[src/rtl/cpu_pkg.sv]
// Shared CPU definitions: controller states, opcodes and
// the ALU / PC-source select encodings.
package cpu_pkg;

    typedef enum logic [2:0] {
        S_IDLE   = 3'd0,
        S_FETCH  = 3'd1,
        S_DECODE = 3'd2,
        S_EXEC   = 3'd3,
        S_MEM    = 3'd4,
        S_WB     = 3'd5,
        S_HALT   = 3'd6
    } state_t;

    localparam logic [2:0] OP_RTYPE = 3'b000;
    localparam logic [2:0] OP_ADDI  = 3'b001;
    localparam logic [2:0] OP_SUBI  = 3'b010;
    localparam logic [2:0] OP_LW    = 3'b011;
    localparam logic [2:0] OP_SW    = 3'b100;
    localparam logic [2:0] OP_BEQ   = 3'b101;
    localparam logic [2:0] OP_JMP   = 3'b110;
    localparam logic [2:0] OP_HALT  = 3'b111;

    localparam logic [1:0] ALU_ADD  = 2'b00;
    localparam logic [1:0] ALU_SUB  = 2'b01;
    localparam logic [1:0] ALU_FUNC = 2'b10;

    localparam logic [1:0] PC_INC    = 2'b00;
    localparam logic [1:0] PC_BRANCH = 2'b01;
    localparam logic [1:0] PC_JUMP   = 2'b10;

    typedef struct packed {
        logic [1:0] op;
        logic       src;
    } alu_ctl_t;

    // ALU setup an opcode uses in EXEC; WB repeats it so the result stays stable.
    function automatic alu_ctl_t exec_alu(input logic [2:0] opcode);
        alu_ctl_t c;
        c = '{op: ALU_ADD, src: 1'b0};
        case (opcode)
            OP_RTYPE: c = '{op: ALU_FUNC, src: 1'b0};
            OP_ADDI,
            OP_LW,
            OP_SW:    c = '{op: ALU_ADD, src: 1'b1};
            OP_SUBI:  c = '{op: ALU_SUB, src: 1'b1};
            OP_BEQ:   c = '{op: ALU_SUB, src: 1'b0};
            default:  c = '{op: ALU_ADD, src: 1'b0};
        endcase
        return c;
    endfunction

endpackage

[src/rtl/ctrl_out_decode.sv]
// Combinational map from (state, opcode, zero, mem_ready)
// to the multicycle datapath control signals.
module ctrl_out_decode
    import cpu_pkg::*;
(
    input  state_t     state,
    input  logic [2:0] opcode,
    input  logic       zero,
    input  logic       mem_ready,
    output logic       ir_we,
    output logic       pc_we,
    output logic [1:0] pc_src,
    output logic       mem_re,
    output logic       mem_we,
    output logic       mem_addr_sel,
    output logic       alu_src,
    output logic [1:0] alu_op,
    output logic       reg_we,
    output logic       wb_sel,
    output logic       halted
);

    alu_ctl_t alu;

    always_comb begin
        ir_we        = 1'b0;
        pc_we        = 1'b0;
        pc_src       = PC_INC;
        mem_re       = 1'b0;
        mem_we       = 1'b0;
        mem_addr_sel = 1'b0;
        alu_src      = 1'b0;
        alu_op       = ALU_ADD;
        reg_we       = 1'b0;
        wb_sel       = 1'b0;
        halted       = 1'b0;
        alu          = exec_alu(opcode);
        unique case (state)
            S_FETCH: begin
                mem_re = 1'b1;
                if (mem_ready) begin
                    ir_we = 1'b1;
                    pc_we = 1'b1;
                end
            end
            S_DECODE: begin
                if (opcode == OP_JMP) begin
                    pc_we  = 1'b1;
                    pc_src = PC_JUMP;
                end
            end
            S_EXEC: begin
                if (opcode != OP_JMP && opcode != OP_HALT) begin
                    alu_op  = alu.op;
                    alu_src = alu.src;
                end
                if (opcode == OP_BEQ) begin
                    pc_src = PC_BRANCH;
                    pc_we  = zero;
                end
            end
            S_MEM: begin
                alu_op       = ALU_ADD;
                alu_src      = 1'b1;
                mem_addr_sel = 1'b1;
                mem_re       = (opcode == OP_LW);
                mem_we       = (opcode == OP_SW);
            end
            S_WB: begin
                reg_we  = 1'b1;
                wb_sel  = (opcode == OP_LW);
                alu_op  = alu.op;
                alu_src = alu.src;
            end
            S_HALT: halted = 1'b1;
            default: ;
        endcase
    end

endmodule

[src/rtl/multicycle_ctrl.sv]
// Multicycle CPU control unit: state register and next-state
// logic; outputs are decoded from the state by ctrl_out_decode.
module multicycle_ctrl
    import cpu_pkg::*;
(
    input  logic       clk,
    input  logic       rst_n,
    input  logic       start,
    input  logic [2:0] opcode,
    input  logic       zero,
    input  logic       mem_ready,
    output logic       ir_we,
    output logic       pc_we,
    output logic [1:0] pc_src,
    output logic       mem_re,
    output logic       mem_we,
    output logic       mem_addr_sel,
    output logic       alu_src,
    output logic [1:0] alu_op,
    output logic       reg_we,
    output logic       wb_sel,
    output logic       halted,
    output logic [2:0] state
);

    state_t cur;

    always_ff @(posedge clk or negedge rst_n) begin
        if (!rst_n) begin
            cur <= S_IDLE;
        end else begin
            unique case (cur)
                S_IDLE:   if (start) cur <= S_FETCH;
                S_FETCH:  if (mem_ready) cur <= S_DECODE;
                S_DECODE: begin
                    if (opcode == OP_HALT)     cur <= S_HALT;
                    else if (opcode == OP_JMP) cur <= S_FETCH;
                    else                       cur <= S_EXEC;
                end
                S_EXEC: begin
                    if (opcode == OP_LW || opcode == OP_SW)
                        cur <= S_MEM;
                    else if (opcode == OP_RTYPE || opcode == OP_ADDI ||
                             opcode == OP_SUBI)
                        cur <= S_WB;
                    else
                        cur <= S_FETCH;
                end
                S_MEM: begin
                    if (mem_ready)
                        cur <= (opcode == OP_LW) ? S_WB : S_FETCH;
                end
                S_WB:    cur <= S_FETCH;
                S_HALT:  cur <= S_HALT;
                default: cur <= S_IDLE;
            endcase
        end
    end

    assign state = cur;

    ctrl_out_decode u_dec (
        .state        (cur),
        .opcode       (opcode),
        .zero         (zero),
        .mem_ready    (mem_ready),
        .ir_we        (ir_we),
        .pc_we        (pc_we),
        .pc_src       (pc_src),
        .mem_re       (mem_re),
        .mem_we       (mem_we),
        .mem_addr_sel (mem_addr_sel),
        .alu_src      (alu_src),
        .alu_op       (alu_op),
        .reg_we       (reg_we),
        .wb_sel       (wb_sel),
        .halted       (halted)
    );

endmodule

[config.mk]
export PLATFORM = sky130hd
export DESIGN_NAME = multicycle_ctrl
export DESIGN_NICKNAME = d
export VERILOG_FILES = /design/src/rtl/cpu_pkg.sv /design/src/rtl/ctrl_out_decode.sv /design/src/rtl/multicycle_ctrl.sv
export SDC_FILE = /design/constraint.sdc
export NUM_CORES = 1
export LEC_CHECK = 0
export BUFFER_PORTS_ARGS = -buffer_cell sky130_fd_sc_hd__buf_4
export CORE_AREA = 5 5 42 44
export CTS_CLUSTER_SIZE = 24
export DETAILED_ROUTE_END_ITERATION = 8
export DIE_AREA = 0 0 47 49
export GPL_TIMING_DRIVEN = 0
export PLACE_DENSITY = 0.7
export SYNTH_ARGS = -nofsm -noshare
export SYNTH_HDL_FRONTEND = slang
export SYNTH_SLANG_ARGS = --single-unit
[constraint.sdc]
create_clock -name clk -period 1.6 [get_ports clk]
set_clock_uncertainty 0.05 [all_clocks]
set_input_delay 0.32 -clock clk [delete_from_list [all_inputs] [get_ports clk]]
set_output_delay 0.32 -clock clk [all_outputs]
set_load 0.01 [all_outputs]
==> metrics.yaml <==
status: "finished with violations"
violations: "negative setup slack"
finalNonFillerCells: 118
core-area_um2: 1400
vdd_drop_max_mv: 1.00
routed_wl_um: 1760
post-route-period-util_pct: 114
grt.overflow.total: 0
first_global_vias: 595
place_inst: 97
comb_power_share_pct: 79.1
critPathArrivalTime_ns: 1.45
rows: 14
setup_slack_ns: -0.217
gp_congestion: 0.791
firstDrtPassIters: 4
drive_gt1_share_pct: 62.7
slew_headroom_pct: 80.1
power_leakage_nw: 0.441
fmax_ghz: 0.550
clkPwrFrac_pct: 9.2
portBuffers: 21
p_switching_mw: 0.605
cts_tree: "built"
grtUsageTotal_pct: 15.9
ys_warn_count: 0
nets: 111
synth_top_cell_area_share_pct: 16.2
largest_reg_flops: 3
cts_made_buffers: 3
drt_drc_violations_left: 0
htree_num_levels: 1
areaGrowthSynthToFinish_pct: 98.7
cts_buffer_depth: 2
syn_nets: 68
seqPwrFrac_pct: 11.7
post_drt_via_cell_ratio: 5.19
grt_max_degree: 11
internal_power_mw: 0.876
ys.flop_type: "dfrtp_1"
cts.reportedPaths.clkPinSlew_ns: 0.04
num_vias: 612
yosysSeqAreaShare_pct: 16.2
synth_edf_count: 0
setup.worst_path.end_class: "primary output"
required_ns: 1.23
synth_async_sr_flop_share_pct: 100
n_antenna_cell: 0
critical_path_peak_fanout: 4
synthesis.area_um2: 464
post-route-util_pct: 65.8
clock_latency_ns: 0.24
avgSynthCellArea_um2: 7.74
switching_share_pct: 40.9
rsz0062_at_grt: "true"
hold_violations: 0
powerDensity_nw_per_um2: 1610
yosysUniqueCellTypes: 32
drt_iter0_drc: 12
yosysTopAreaCell: "dfrtp_1"
tightest_slew_ns: 0.295
worstSetupStartpointType: "flip-flop"
fin_crit_ns: 1.82
setup_viol: 14
die-area_um2: 2300
slew_violations: 0
cts_root_buffer: "clkbuf_4"
pre_cts_slack_ns: 0.00179
die_y_um: 49
design_area_um2: 922
clock-sinks: 3
die_x_um: 47
wl_per_cell_um: 14.9
io_pins: 24
antenna_found_initial: 0
hp-class: "in2async"
grt_pass1_wl_um: 2660
start_util_pct: 33.1
path_class: "reg2out"
ant_nets: 0
ys_ff_latch: 3
max_cap_violations: 0
postPlaceCellArea_um2: 648
netlist_instances: 60
synthTopCellsByArea: "dfrtp_1, and2b_1, nor2_1"
==> cells in the mapped netlist (2+ instances only) <==
| master | number |
|---|---|
| a21oi_1 | 4 |
| nand2b_1 | 2 |
| buf_4 | 3 |
| o21ai_0 | 2 |
| dfrtp_1 | 3 |
| and3b_1 | 3 |
| and2b_1 | 4 |
| o21bai_1 | 2 |
| buf_6 | 2 |
| nor4_1 | 4 |
| nor4bb_1 | 2 |
| inv_1 | 3 |
| nor2_1 | 7 |
==> logic make-up after synthesis <==
group,after synthesis,synth area share (%)
and+or+nand+nor,29,41.8
AOI/OAI and AO/OA,17,24.5
muxes,1,2.43
buffers and inverters,9,13.2
xor gates and xnor gates,1,1.89
DFF,3,16.2
==> path summary, 6_finish.rpt <==
path | cells after the start | endpoint | startpoint | slack, ns
worst max-delay path | 6 | mem_we | state[2]$_DFFE_PN0P_ | -0.22
worst min-delay path | 2 | state[2]$_DFFE_PN0P_ | rst_n | 0.36
worst max register to register | 7 | state[0]$_DFFE_PN0P_ | state[2]$_DFFE_PN0P_ | -0.02
worst min register to register | 2 | state[1]$_DFFE_PN0P_ | state[2]$_DFFE_PN0P_ | 0.60
max in group asynchronous | 2 | state[1]$_DFFE_PN0P_ | rst_n | 1.04
min in group clk | 3 | state[2]$_DFFE_PN0P_ | start | 0.36
==> through the flow <==
| stage | power [mW] | hold WS [ns] | TNS [ns] |
|---|---|---|---|
| final | 1.48 | 0.357 | -1.57 |
| after floorplan | 0.612 | -0.0256 | 0 |
| after global placement | 0.863 | 0.0591 | 0 |
| after detailed placement | 0.872 | 0.0586 | 0 |
| after CTS | 1.24 | 0.346 | -1.09 |
| after global routing | 1.59 | 0.347 | -2.50 |
==> cell usage in the layout (no fill, tap or decap), types with 2 or more instances in the layout <==
cell type / n
o21ai_0: 2
buf_6: 8
nor4_2: 2
nor2_1: 5
clkbuf_4: 3
buf_4: 31
nor4_1: 2
and2b_1: 3
o21bai_1: 2
inv_1: 2
dfrtp_2: 3
and3b_1: 2
a21oi_1: 4
buf_12: 2
nor2_4: 2
==> per-layer routing <==
layer / track usage (%) / share of wire [%] / vias to the layer above
met5: 0 / 0 / -
met1: 17.0 / 41 / 287
met4: 8.29 / 3.0 / 0
li1: - / - / 306
met3: 3.32 / 2.7 / 6
met2: 27.6 / 53 / 13
==> worst max-delay path, cell delays in order (launching register included) <==
cell	delay (ns)
dfrtp_2	0.44
buf_4	0.15
buf_4	0.13
nand2b_2	0.14
nor2_4	0.04
and3_1	0.17
buf_4	0.14
==> area by class of cell <==
cell class / count / area, µm²
fill: 107 / 479
multi-input combinational: 48 / 390
timing repair buffer: 38 / 335
sequential: 3 / 78.8
buffer: 6 / 57.6
clock buffer: 4 / 26.3
tap: 16 / 20.0
inverter: 3 / 13.8
==> power groups by stage <==
stage,clock [mW],sequential [mW],combinational (mW)
5_1_grt,0.161,0.180,1.25
2_1_floorplan,0,0.163,0.448
3_5_place_dp,0,0.164,0.708
3_3_place_gp,0,0.163,0.700
6_report,0.137,0.173,1.17
4_1_cts,0.144,0.161,0.938
==> timing repair <==
action | CTS | global route
gates resized for setup | 8 | 19
pin swaps | 5 | 4
setup endpoints to repair | 10 | 13
hold buffers | 1 | 0
endpoints found under the hold margin | 3 | 0
buffers inserted | 11 | 5
Power figures use the tool's default switching activity.
